File: src/rtl/magnitude_moving_avg.sv
// Sliding-window mean of the magnitude stream: a zero-preloaded delay line plus
// a running sum that adds each new sample and subtracts the one it overwrites.
//
// state | meaning
// CLEAR | zero the delay line one entry per cycle, busy=1, inputs dropped
// RUN   | accept strobed samples, update running sum, emit window mean
module magnitude_moving_avg #(
    parameter int DATA_IN_BITS  = 17,
    parameter int LOG2_WINDOW   = 4,
    parameter int DATA_OUT_BITS = DATA_IN_BITS
) (
    input  logic                     clk,
    input  logic                     rst,
    input  logic                     data_in_ready,
    input  logic [DATA_IN_BITS-1:0]  data_in,
    output logic                     data_out_ready,
    output logic [DATA_OUT_BITS-1:0] data_out,
    output logic                     busy
);

    localparam int DEPTH = 1 << LOG2_WINDOW;
    localparam int SUM_W = DATA_IN_BITS + LOG2_WINDOW;

    typedef enum logic {ST_CLEAR = 1'b0, ST_RUN = 1'b1} state_t;

    state_t                   state_q, state_d;
    logic [LOG2_WINDOW-1:0]   wr_ptr_q, wr_ptr_d;
    logic [SUM_W-1:0]         sum_q, sum_d, sum_next;
    logic [DATA_OUT_BITS-1:0] data_out_q, data_out_d;
    logic                     data_out_ready_q, data_out_ready_d;

    logic [DATA_IN_BITS-1:0]  mem [DEPTH];
    logic                     mem_we;
    logic [DATA_IN_BITS-1:0]  mem_wdata;
    logic [DATA_IN_BITS-1:0]  old_sample;
    logic                     accept;

    assign old_sample = mem[wr_ptr_q];
    assign accept     = (state_q == ST_RUN) && data_in_ready;
    // sum always covers old_sample, so the subtraction cannot go negative
    assign sum_next   = sum_q + SUM_W'(data_in) - SUM_W'(old_sample);

    always_ff @(posedge clk or negedge rst) begin
        if (!rst) begin
            state_q          <= ST_CLEAR;
            wr_ptr_q         <= '0;
            sum_q            <= '0;
            data_out_q       <= '0;
            data_out_ready_q <= 1'b0;
        end else begin
            state_q          <= state_d;
            wr_ptr_q         <= wr_ptr_d;
            sum_q            <= sum_d;
            data_out_q       <= data_out_d;
            data_out_ready_q <= data_out_ready_d;
        end
    end

    always_ff @(posedge clk) begin
        if (mem_we) begin
            mem[wr_ptr_q] <= mem_wdata;
        end
    end

    always_comb begin
        state_d = state_q;
        if ((state_q == ST_CLEAR) && (wr_ptr_q == LOG2_WINDOW'(DEPTH - 1))) begin
            state_d = ST_RUN;
        end
    end

    always_comb begin
        wr_ptr_d         = wr_ptr_q;
        sum_d            = sum_q;
        data_out_d       = data_out_q;
        data_out_ready_d = 1'b0;
        mem_we           = 1'b0;
        mem_wdata        = data_in;
        case (state_q)
            ST_CLEAR: begin
                mem_we    = 1'b1;
                mem_wdata = '0;
                wr_ptr_d  = wr_ptr_q + LOG2_WINDOW'(1);
                sum_d     = '0;
            end
            ST_RUN: begin
                if (accept) begin
                    mem_we           = 1'b1;
                    wr_ptr_d         = wr_ptr_q + LOG2_WINDOW'(1);
                    sum_d            = sum_next;
                    data_out_d       = DATA_OUT_BITS'(sum_next[SUM_W-1:LOG2_WINDOW]);
                    data_out_ready_d = 1'b1;
                end
            end
            default: begin
                wr_ptr_d = wr_ptr_q;
            end
        endcase
    end

    always_comb begin
        busy           = (state_q == ST_CLEAR);
        data_out       = data_out_q;
        data_out_ready = data_out_ready_q;
    end

endmodule

File: config.mk
export PLATFORM = sky130hd
export DESIGN_NAME = magnitude_moving_avg
export DESIGN_NICKNAME = d
export VERILOG_FILES = /design/src/rtl/magnitude_moving_avg.sv
export SDC_FILE = /design/constraint.sdc
export NUM_CORES = 1
export LEC_CHECK = 0
export BUFFER_PORTS_ARGS = -buffer_cell sky130_fd_sc_hd__buf_2
export CAP_MARGIN = 20
export CORE_UTILIZATION = 50
export CTS_BUF_LIST = sky130_fd_sc_hd__clkbuf_8
export DETAILED_ROUTE_END_ITERATION = 7
export PLACE_DENSITY = 0.76
export SLEW_MARGIN = 40
export SYNTH_ARGS = -nofsm -noshare
export SYNTH_HDL_FRONTEND = slang
export SYNTH_SLANG_ARGS = --single-unit
File: constraint.sdc
create_clock -name clk -period 8.1 [get_ports clk]
set_clock_uncertainty 0.15 [all_clocks]
set_input_delay 1.62 -clock clk [delete_from_list [all_inputs] [get_ports clk]]
set_output_delay 1.62 -clock clk [all_outputs]
set_load 0.03 [all_outputs]
==> reports/metrics.cfg <==
[outcome]
status = finished clean

[finish]
nets = 979
n_antenna_cell = 0
syn2layout_area_growth_pct = 12.38
drive_gt1_frac = 0.2623
final_common_cell = edfxtp_1
layout_common_cells = edfxtp_1, inv_1, mux4_2

[sta]
worst_slew_pin_slew_ns = 0.8211
fin_crit_sh = 0.6307
fin_hold_ws_ns = 0.3176
rsz0062_at_grt = false
hold_viol = 0
final.setup.tns_ns = 0
slew_headroom = 0.4526
post-route-min-period_ns = 5.108
setup_violations = 0
fmax_ghz = 0.1958
maxSlewViolCount = 0

[clocking]
clk_pin_slew_worst_paths_ns = 0.06
cts_buffers = 49
hold_buffers = 0
clkSinkCount = 316
post_cts_buffers = 0
cts_tree = built
h-tree-depth = 2
root_buffer = clkbuf_8
cts_max_path_buffers = 3
clkLatencyLatePin_ns = 0.58
ctsResizeCount = 0

[synth]
ys.flop_type = edfxtp_1
syn_inst = 837
synth_cell_types = 58
ys_ff_latch = 316
yosysTopAreaCellShare = 0.5892
yosys_warnings = 0
synth_edf_count = 272
syn_avg_cell_area_um2 = 16.56
async_flop_share = 0.1392
netlist_area_um2 = 13860
synth_area_leader_cell = edfxtp_1
postSynthNetCount = 899
ys_seq_area_frac = 0.6687
synth_area_leaders = edfxtp_1, mux4_2, dfrtp_1, fa_1, ha_1

[place]
port_buffers = 38
gp_congestion = 0.8996
dp_hpwl_um = 18480

[global_route]
grt_max_degree = 57
grt_pass1_wl_um = 47060
grt-ovfl-total = 0
grt.total_usage = 0.2237
grt_pass1_vias = 7944
antenna_found_initial = 0

[worst_setup_path]
cpPeakStageDelay_ns = 0.71
worstPathMaxFanout = 56
path_class = reg -> reg
critPathSlowestCell = buf_4
critPathRequiredTime_ns = 8.42
cp_top_family = compound AO/OA/AOI/OAI gates
setup.worst_path.end_class = register
crit_start = wr_ptr_q[1]
path_buf_inv = 2
start_kind = register
worst_r2r_startpoint = wr_ptr_q[1]
critPathMostFrequentCell = mux4_2
cp.arrival_ns = 5.43
crit_chain = buf_4, mux4_2, mux4_2, fa_1, inv_1, ha_1, and2_4, a221oi_2, nand2_2, a21oi_1, a21boi_0, o32ai_1

[job]
drv_cap = 0

[floorplan]
die_h_um = 168.5
start_util = 0.5115
die-area_um2 = 28390
rows = 60
die_w_um = 168.5
io_pins = 39
core-area_um2 = 27100

[route]
drc = 0
vias = 7779
wl_um = 30090
drt_first_iter_violations = 847
ant_nets = 0
viasPerCell = 5.853
drt_first_pass_iters = 5
detail_route.wl_per_cell_um = 22.64

[hold_path]
hold_class = reg -> reg
hold_start = data_out[0]

==> cells in the mapped netlist, drive strengths merged, types with 3 or more instances <==
library cell and count:
a211oi 6, a21o 7, a21oi 25, and2 3
and3 4, and4 4, buf 12, clkbuf 22
dfrtp 44, edfxtp 272, fa 17, ha 25
inv 79, mux2i 5, mux4 85, nand2 57
nand2b 4, nand3 10, nand4 8, nor2 50
nor3 9, o2111ai 5, o211ai 9, o21a 8
o21ai 19, o31ai 5, or3 3, xnor2 6
xor2 4
==> registers in the layout, summed over array words and instances (netlist names) <==
signal and flops:
data_out_ready 1, mem 272, data_out 17, state_q 1
wr_ptr_q 4, sum_q 21
==> layout make-up <==
| class | count | area [um^2] |
|---|---|---|
| Fill cell | 2017 | 11520 |
| Sequential cell | 316 | 9274 |
| Multi-Input combinational cell | 406 | 4238 |
| Clock buffer | 51 | 701.9 |
| Tap cell | 372 | 465.4 |
| Timing Repair Buffer | 63 | 390.4 |
| Inverter | 81 | 304.0 |
| Clock inverter | 40 | 205.2 |
==> logic make-up after synthesis <==
kind of cell | after synthesis | share of synthesized area
flip-flops | 316 | 0.6687
AO/OA/AOI/OAI | 103 | 0.05028
multiplexers | 91 | 0.1425
XOR/XNOR | 10 | 0.006318
adder cells (fa/ha/maj) | 42 | 0.04712
buffers and inverters | 115 | 0.03213
AND/OR/NAND/NOR | 160 | 0.05298
==> worst reg2reg max path, stage by stage, from the launching register on <==
cell      delay [ns]
dfrtp_2         0.64
buf_4           0.72
mux4_2          0.47
mux4_2          0.51
fa_1            0.51
inv_1           0.05
ha_1            0.34
and2_4          0.17
a221oi_2        0.28
nand2_2         0.13
a21oi_1         0.55
a21boi_0        0.24
o32ai_1         0.27
==> per-stage QoR <==
step / worst slack, ns / instance area, um^2 / utilization / instances
6_report: 2.992 / 15580 / 0.5748 / 1329
4_1_cts: 3.045 / 15550 / 0.5736 / 1329
3_3_place_gp: 2.850 / 14610 / 0.5392 / 1237
2_1_floorplan: 3.831 / 13860 / - / 837
5_1_grt: 2.735 / 15580 / 0.5748 / 1329
3_5_place_dp: 3.057 / 14640 / 0.5402 / 1238
==> routing by layer <==
layer,track usage,wire [um],vias up
met1,0.3115,12320,3960
met2,0.3617,14630,359
met4,0.07075,730,0
met3,0.04115,2402,67
li1,-,-,3393
met5,0,0,-
==> worst paths after layout <==
| path | endpoint | slack (ns) | cells past startpoint |
|---|---|---|---|
| max in group asynchronous | wr_ptr_q[0] | 6.36 | 2 |
| min in group asynchronous | data_out[2] | 0.99 | 2 |
| hold / removal | data_out[0] | 0.32 | 2 |
| setup / recovery | sum_q[11] | 2.99 | 12 |
| hold reg to reg | data_out[0] | 0.32 | 2 |
| setup reg to reg | sum_q[11] | 2.99 | 12 |
Power is not shown: default switching activity piles up to over one toggle a cycle in this logic, so the estimate is an artifact.
